## config.mk

```make
export PLATFORM = sky130hd
export DESIGN_NAME = mod_cache_dma_flat
export DESIGN_NICKNAME = d
export VERILOG_FILES = /design/src/rtl/mod_cache_dma_if.sv /design/src/rtl/mod_cache_dma.sv /design/src/flat_wrapper.sv
export SDC_FILE = /design/constraint.sdc
export NUM_CORES = 1
export LEC_CHECK = 0
export BUFFER_PORTS_ARGS = -buffer_cell sky130_fd_sc_hd__buf_2
export CAP_MARGIN = 0
export CORE_AREA = 2 2 124 126
export DETAILED_ROUTE_END_ITERATION = 8
export DIE_AREA = 0 0 126 128
export GPL_TIMING_DRIVEN = 0
export HOLD_SLACK_MARGIN = 0.1
export PLACE_DENSITY_LB_ADDON = 0.15
export SLEW_MARGIN = 20
export SYNTH_ARGS = -nofsm -noshare
export SYNTH_HDL_FRONTEND = slang
export SYNTH_SLANG_ARGS = --single-unit
```

## constraint.sdc

```tcl
create_clock -name clk -period 4.4 [get_ports clk]
set_input_delay 0.44 -clock clk [delete_from_list [all_inputs] [get_ports clk]]
set_output_delay 0.44 -clock clk [all_outputs]
set_load 0.1 [all_outputs]
```

## src/rtl/mod_cache_dma_if.sv

```systemverilog
// Control and cache-port bundle for the cache block-copy/fill DMA engine.
interface mod_cache_dma_if #(
    parameter int DW = 16,
    parameter int AW = 16
);
    logic          start;
    logic          mode;
    logic [AW-1:0] srcAddr;
    logic [AW-1:0] dstAddr;
    logic [15:0]   len;
    logic [DW-1:0] fillData;
    logic          busy;
    logic          done;
    logic [15:0]   count;
    logic [AW-1:0] memAddr;
    logic [DW-1:0] memWData;
    logic          memWE;
    logic [DW-1:0] memRData;

    modport master (
        input  start, mode, srcAddr, dstAddr, len, fillData, memRData,
        output busy, done, count, memAddr, memWData, memWE
    );

    modport slave (
        output start, mode, srcAddr, dstAddr, len, fillData, memRData,
        input  busy, done, count, memAddr, memWData, memWE
    );
endinterface

```

## src/rtl/mod_cache_dma.sv

```systemverilog
// Cache DMA engine: block copy (read/write alternating) or block fill
// (consecutive writes) over the cache RAM port, one-cycle done pulse.
module mod_cache_dma #(
    parameter int DATA_WIDTH = 16,
    parameter int ADDR_WIDTH = 16
) (
    input logic             clk,
    input logic             rst,
    mod_cache_dma_if.master bus
);
    typedef enum logic [1:0] {
        S_IDLE,
        S_READ,
        S_WRITE,
        S_DONE
    } state_e;

    state_e                state_q, state_d;
    logic                  mode_q, mode_d;
    logic [ADDR_WIDTH-1:0] src_q, src_d;
    logic [ADDR_WIDTH-1:0] dst_q, dst_d;
    logic [15:0]           len_q, len_d;
    logic [DATA_WIDTH-1:0] fill_q, fill_d;
    logic [DATA_WIDTH-1:0] data_q, data_d;
    logic [15:0]           cnt_q, cnt_d;
    logic [15:0]           cnt_inc;

    assign cnt_inc   = cnt_q + 16'd1;
    assign bus.count = cnt_q;

    always_ff @(posedge clk or negedge rst) begin
        if (!rst) begin
            state_q <= S_IDLE;
            mode_q  <= 1'b0;
            src_q   <= '0;
            dst_q   <= '0;
            len_q   <= '0;
            fill_q  <= '0;
            data_q  <= '0;
            cnt_q   <= '0;
        end else begin
            state_q <= state_d;
            mode_q  <= mode_d;
            src_q   <= src_d;
            dst_q   <= dst_d;
            len_q   <= len_d;
            fill_q  <= fill_d;
            data_q  <= data_d;
            cnt_q   <= cnt_d;
        end
    end

    always_comb begin
        state_d      = state_q;
        mode_d       = mode_q;
        src_d        = src_q;
        dst_d        = dst_q;
        len_d        = len_q;
        fill_d       = fill_q;
        data_d       = data_q;
        cnt_d        = cnt_q;
        bus.busy     = 1'b0;
        bus.done     = 1'b0;
        bus.memWE    = 1'b0;
        bus.memAddr  = '0;
        bus.memWData = '0;
        unique case (state_q)
            S_IDLE: begin
                if (bus.start) begin
                    mode_d = bus.mode;
                    src_d  = bus.srcAddr;
                    dst_d  = bus.dstAddr;
                    len_d  = bus.len;
                    fill_d = bus.fillData;
                    cnt_d  = '0;
                    if (bus.len == 16'd0) state_d = S_DONE;
                    else if (bus.mode)    state_d = S_WRITE;
                    else                  state_d = S_READ;
                end
            end
            S_READ: begin
                bus.busy    = 1'b1;
                bus.memAddr = src_q + ADDR_WIDTH'(cnt_q);
                data_d      = bus.memRData;
                state_d     = S_WRITE;
            end
            S_WRITE: begin
                bus.busy     = 1'b1;
                bus.memWE    = 1'b1;
                bus.memAddr  = dst_q + ADDR_WIDTH'(cnt_q);
                bus.memWData = mode_q ? fill_q : data_q;
                cnt_d        = cnt_inc;
                // cnt_q doubles as the word index i
                if (cnt_inc == len_q) state_d = S_DONE;
                else if (mode_q)      state_d = S_WRITE;
                else                  state_d = S_READ;
            end
            S_DONE: begin
                bus.done = 1'b1;
                state_d  = S_IDLE;
            end
            default: state_d = S_IDLE;
        endcase
    end
endmodule

```

## src/flat_wrapper.sv

```systemverilog
// flat-port wrapper written by rule: the top's interface ports become plain ports
module mod_cache_dma_flat 
#(
    parameter int DATA_WIDTH = 16,
    parameter int ADDR_WIDTH = 16
)
  (clk, rst, bus_start, bus_mode, bus_srcAddr, bus_dstAddr, bus_len, bus_fillData, bus_memRData, bus_busy, bus_done, bus_count, bus_memAddr, bus_memWData, bus_memWE);
  mod_cache_dma_if #(.DW(16), .AW(16)) bus_i ();
  input logic clk;
  input logic rst;
  input wire logic [$bits(bus_i.start)-1:0] bus_start;
  input wire logic [$bits(bus_i.mode)-1:0] bus_mode;
  input wire logic [$bits(bus_i.srcAddr)-1:0] bus_srcAddr;
  input wire logic [$bits(bus_i.dstAddr)-1:0] bus_dstAddr;
  input wire logic [$bits(bus_i.len)-1:0] bus_len;
  input wire logic [$bits(bus_i.fillData)-1:0] bus_fillData;
  input wire logic [$bits(bus_i.memRData)-1:0] bus_memRData;
  output wire logic [$bits(bus_i.busy)-1:0] bus_busy;
  output wire logic [$bits(bus_i.done)-1:0] bus_done;
  output wire logic [$bits(bus_i.count)-1:0] bus_count;
  output wire logic [$bits(bus_i.memAddr)-1:0] bus_memAddr;
  output wire logic [$bits(bus_i.memWData)-1:0] bus_memWData;
  output wire logic [$bits(bus_i.memWE)-1:0] bus_memWE;
  assign bus_i.start = bus_start;
  assign bus_i.mode = bus_mode;
  assign bus_i.srcAddr = bus_srcAddr;
  assign bus_i.dstAddr = bus_dstAddr;
  assign bus_i.len = bus_len;
  assign bus_i.fillData = bus_fillData;
  assign bus_i.memRData = bus_memRData;
  assign bus_busy = bus_i.busy;
  assign bus_done = bus_i.done;
  assign bus_count = bus_i.count;
  assign bus_memAddr = bus_i.memAddr;
  assign bus_memWData = bus_i.memWData;
  assign bus_memWE = bus_i.memWE;
  mod_cache_dma #(.DATA_WIDTH(DATA_WIDTH), .ADDR_WIDTH(ADDR_WIDTH)) u_core (.clk(clk), .rst(rst), .bus(bus_i));
endmodule
```

# Word level (Yosys, flattened, before mapping)
# Index checks and enable logic that the tools add are counted.
[word_totals]
input_bits = 84
regBits = 99
output_inout_bits = 51
wordCells = 36
[op_classes]
eq_ne = 5
reduce_logical = 6
add_sub_neg = 3
n_mux = 14
[ops]
columns = ["cell", "count"]
rows = [
  ["16-bit case mux with 2 select lines", 2],
  ["16-bit two-way mux", 3],
  ["16-bit adder", 2],
  ["16-bit by 1-bit adder with 16-bit output, second input constant", 1],
  ["16-bit == test", 1],
  ["16-bit zero test", 1],
  ["2-bit two-way mux", 5],
  ["2-bit case mux with 4 select lines", 1],
  ["2-bit == test, second input constant", 2],
  ["2-bit AND reduction", 2],
  ["1-bit two-way mux", 3],
  ["2-bit by 1-bit == test with 1-bit output, second input constant", 1],
  ["2-bit zero test", 1],
  ["2-bit != test, second input constant", 1],
  ["2-bit nonzero test", 1],
  ["2-bit OR reduction", 1],
]

# Longest topological paths before layout
[depth]
depth_word = 4
depth_mapped = 14
depth_no_buf = 12

# Worst setup path before layout
# No wires, ideal clock.
[synth_timing]
path_type = "register -> output"
from = "register u_core.state_q[0]"
to = "output port bus_memAddr[10]"
slack_ns = -1.637
t_arrival_ns = 5.597
path_stages_with_launch = 15
t_required_ns = 3.960
cell_sequence = "dfrtp_1 inv_1 ha_1 buf_2 clkbuf_1 mux2_2 ha_1 inv_1 fa_1 nor2b_1 o21a_1 o21ai_1 a221oi_1 nor4_1 nor3_1"
[synth_via]
elab_chain_len = 2
[synth_lines]
columns = ["item", "line", "rtl"]
rows = [
  ["from (decl)", "mod_cache_dma.sv:18", "state_e state_q, state_d;"],
  ["from (signal assigned)", "mod_cache_dma.sv:42", "state_q <= state_d;"],
  ["2-bit == test or 2-bit by 1-bit == test with 1-bit output (tied branches)", "mod_cache_dma.sv:67", "unique case (state_q)"],
  ["16-bit case mux with 2 select lines *", "mod_cache_dma.sv:67", ""],
  ["to (decl)", "flat_wrapper.sv:21", "output wire logic [$bits(bus_i.memAddr)-1:0] bus_memAddr;"],
]
# Mark *: on every way between the ends. The rest lies on a longest branch, timed or not.

# Worst setup path after layout
[layout_timing]
from = "register u_core.state_q[0]"
to = "output port bus_memAddr[15]"
# Same word-level chain as after synthesis.

==> impl_metrics.sql <==
INSERT INTO impl_metrics (metric_group, metric, value, unit) VALUES
('grt', 'globalRouteTotalUtil', '0.1919', ''),
('route', 'wl_per_cell', '17.43', 'um'),
('grt', 'grt_pass1_wl', '24.30', 'mm'),
('setup_path', 'critical-path-slowest-cell', 'a2111oi_4', ''),
('worst_hold_path', 'worstHoldStart', 'bus_memRData[7]', ''),
('yosys', 'postSynthCellCount', '527', ''),
('final_layout', 'area_delta_synth_final', '24.46', '%'),
('route', 'antenna_violating_nets_post_route', '0', ''),
('yosys', 'number_of_enable_flip_flop_cells_after_synthesis', '0', ''),
('sta', 'maxClockFrequency', '0.2385', 'GHz'),
('sta', 'tightestPinTransition', '0.9110', 'ns'),
('yosys', 'number_of_unique_standard_cell_types_used_by_synthesis', '59', ''),
('clocking', 'cts.root.buffer_cell', 'clkbuf_16', ''),
('yosys', 'ys_dominant_reg_cell', 'dfrtp_1', ''),
('worst_hold_path', 'worst_hold_path_type', 'in -> reg', ''),
('clocking', 'clkTransAtPathRegs', '0.08', 'ns'),
('setup_path', 'crit_path_cell_trace', 'inv_1 > ha_4 > buf_4 > mux2_2 > ha_1 > a211oi_1 > o211ai_1 > a2111oi_4 > o31ai_1 > xnor2_1 > nor2_4 > buf_4', ''),
('yosys', 'synth_fp_nets', '632', ''),
('sta', 'hold_viol', '0', ''),
('sta', 'clock-skew-final', '0.009121', 'ns'),
('sta', 'min_period', '4.193', 'ns'),
('placed_design', 'place.detailed.hpwl', '11.49', 'mm'),
('placed_design', 'port-buffer-count', '134', ''),
('setup_path', 'cpLargestDelayFamily', 'compound AO/OA/AOI/OAI gates', ''),
('sta', 'tns', '0', 'ns'),
('setup_path', 'setup.worst_path.start', 'u_core.state_q[0]$_DFFE_PN0P_', ''),
('yosys', 'postSynthAreaPerCell', '11.02', 'sq um'),
('floorplan', 'die-width', '126', 'um'),
('grt', 'maximum_number_of_pins_on_one_net_before_global_route_repair', '70', ''),
('final_layout', 'antenna-diode-count', '0', ''),
('setup_path', 'reg2reg_from', 'u_core.state_q[0]$_DFFE_PN0P_', ''),
('setup_path', 'worst_setup_ep_type', 'output port', ''),
('setup_path', 'cp_data_required_time', '3.96', 'ns'),
('grt', 'via_count_of_the_first_global_routing_pass', '4636', ''),
('route', 'detail_route.first_pass.iterations', '5', ''),
('sta', 'layout_worst_path_cycle_share', '0.9529', ''),
('clocking', 'cts.path.max_buffers', '2', ''),
('yosys', 'synth.ff_latch_count', '99', ''),
('floorplan', 'die-area', '16130', 'sq um'),
('route', 'num_vias', '4582', ''),
('floorplan', 'ios', '135', ''),
('clocking', 'h-tree-depth', '3', ''),
('final_layout', 'final.fill_count', '1417', ''),
('route', 'drc', '0', ''),
('route', 'detail_route.wirelength', '15.12', 'mm'),
('grt', 'globalRouteOverflowTotal', '0', ''),
('yosys', 'synth.yosys.warnings', '0', ''),
('placed_design', 'gp_routability_congestion', '0.8472', ''),
('final_layout', 'drive_gt1_frac', '0.4212', ''),
('yosys', 'synth_area', '5806', 'sq um'),
('sta', 'maxSlewViolCount', '0', ''),
('setup_path', 'highest_fanout_seen_on_the_critical_path', '12', ''),
('setup_path', 'timing.critical_path.mode_cell', 'buf_4', ''),
('sta', 'setup_viol', '0', ''),
('yosys', 'sequential_share_of_the_synthesized_area', '0.4267', ''),
('setup_path', 'crit_start_category', 'register', ''),
('floorplan', 'initial_core_util', '0.3906', ''),
('setup_path', 'worst_path_arrival', '3.75', 'ns'),
('final_layout', 'finalNetCount', '779', ''),
('floorplan', 'num_rows', '45', ''),
('sta', 'rsz_0062_raised_after_global_routing', 'no', ''),
('placed_design', 'dp.cells', '850', ''),
('clocking', 'cts_tree', 'done', ''),
('yosys', 'synth_top_cell_area_share', '0.4267', ''),
('clocking', 'cts-buffers-inserted', '9', ''),
('route', 'via_per_inst', '5.285', ''),
('status', 'run_status', 'finished, final reports clean', ''),
('yosys', 'synth.area.top_cells', 'dfrtp_1 (43%), mux2_2 (19%), ha_1 (4.3%)', ''),
('clocking', 'worst_skew_pair.late_latency', '0.36', 'ns'),
('final_layout', 'final_cell_count_no_fill', '867', ''),
('run', 'max-cap-violations', '0', ''),
('grt', 'antenna_violations_before_repair', '0', ''),
('yosys', 'asyncSetResetFlopFracSynth', '1.000', ''),
('route', 'dr.first_iter.drc_count', '277', ''),
('setup_path', 'critPathBufInv', '3', ''),
('yosys', 'post-synth-top-area-cell', 'dfrtp_1', ''),
('floorplan', 'coreArea', '14860', 'sq um'),
('floorplan', 'floorplan.die.height', '128', 'um'),
('setup_path', 'slowest_delay', '0.44', 'ns'),
('clocking', 'numClockSinks', '99', ''),
('sta', 'slew-limit-headroom', '0.3927', ''),
('setup_path', 'timing.setup.critical_path_class', 'reg -> out', '');
-- placed cells by master (no fill, tap or decap), types with 3 or more instances in the layout --
master	synthesis	routed
or3_1	3	3
nor2_1	26	24
nand2_1	26	26
a21o_1	4	4
a211oi_1	5	5
clkbuf_1	18	17
nand4_1	10	10
clkbuf_16	0	9
a21oi_1	13	11
and4_1	3	3
ha_1	20	19
nor2b_1	22	22
and2_1	4	4
o211ai_1	3	3
o21ai_0	29	27
nor3_4	0	3
mux2i_1	20	18
xor2_1	10	10
xnor2_1	16	16
mux2_2	96	96
nand2b_1	5	5
o21ai_1	4	4
nor3_1	9	4
nand3_1	9	9
o31ai_1	6	6
buf_2	7	131
buf_4	2	8
buf_6	1	6
inv_1	11	11
nor4_1	5	5
o21a_1	5	5
dfrtp_1	99	99
-- worst register-to-register path, stage by stage (launching register included) --
cell,delay [ns]
dfrtp_1,0.41
inv_1,0.11
ha_1,0.29
nand2_1,0.11
clkbuf_1,0.46
clkbuf_1,0.60
mux2_2,0.42
-- layout make-up --
type	count	area, sq um	share of cell area
Inverter	11	41.29	0.005714
Timing Repair Buffer	137	757.0	0.1048
Sequential cell	99	2477	0.3429
Clock buffer	9	225.2	0.03117
Multi-Input combinational cell	388	3287	0.4549
Clock inverter	7	61.31	0.008485
Tap cell	188	235.2	0.03255
Buffer	28	141.4	0.01957
-- synthesized netlist by cell type, types with 5 or more instances --
master	n
a211oi_1	5
a21oi_1	13
buf_2	7
clkbuf_1	18
dfrtp_1	99
ha_1	20
inv_1	11
mux2_2	96
mux2i_1	20
nand2_1	26
nand2b_1	5
nand3_1	9
nand4_1	10
nor2_1	26
nor2b_1	22
nor3_1	9
nor4_1	5
o21a_1	5
o21ai_0	29
o31ai_1	6
xnor2_1	16
xor2_1	10
-- metal layers --
| metal | track usage | up-vias | share of wire |
|---|---|---|---|
| met2 | 0.3090 | 104 | 0.48 |
| li1 | - | 2212 | - |
| met3 | 0.03840 | 14 | 0.044 |
| met1 | 0.2611 | 2252 | 0.46 |
| met5 | 0 | - | 0 |
| met4 | 0.06270 | 0 | 0.013 |
-- final timing paths --
kind                       slack (ns)                      endpoint  cells after the start
setup reg to reg                 1.88  u_core.src_q[12]$_DFFE_PN0P_                      6
setup / recovery                 0.21               bus_memAddr[15]                     12
hold / removal                   0.30  u_core.data_q[7]$_DFFE_PN0P_                      2
hold reg to reg                  0.50  u_core.dst_q[14]$_DFFE_PN0P_                      1
min in group asynchronous        0.53   u_core.src_q[9]$_DFFE_PN0P_                      2
max in group asynchronous        3.25   u_core.len_q[1]$_DFFE_PN0P_                      3
-- cells by family (layout without fill, tap and decap cells) --
family	count (synthesis)	count (layout)	synth area share
AO/OA/AOI/OAI	87	87	0.1019
multiplexers	116	116	0.2207
AND/OR/NAND/NOR	138	138	0.1349
flip-flops	99	99	0.4267
adder cells (fa/ha/maj)	21	21	0.04655
XOR/XNOR	26	26	0.03922
buffers and inverters	40	192	0.02995
-- stage by stage --
step	area (sq um)	setup WS (ns)	hold slack, ns	utilization
floorplan	5912	-0.3109	0.1444	-
CTS	7223	0.01654	0.2880	0.4859
global placement	6818	-0.3524	0.4811	0.4587
global route	7226	0.01127	0.2989	0.4861
detailed placement	6852	-0.4182	0.3409	0.4609
finish	7226	0.2072	0.3010	0.4861
-- what timing repair did --
action	4_1_cts	5_1_grt
pin swaps	1	0
hold buffers	1	0
endpoints found under the setup margin	9	8
gates resized for setup	20	3
endpoints found under the hold margin	30	0
setup buffers	1	0
-- sequential cells by signal (all words and copies together), names as in the netlist --
name and count:
u_core.bus.count 16, u_core.data_q 16, u_core.dst_q 16, u_core.fill_q 16, u_core.len_q 16, u_core.src_q 16
u_core.state_q 2, u_core.mode_q 1
Power is not shown: default switching activity piles up to over one toggle a cycle in this logic, so the estimate is an artifact.
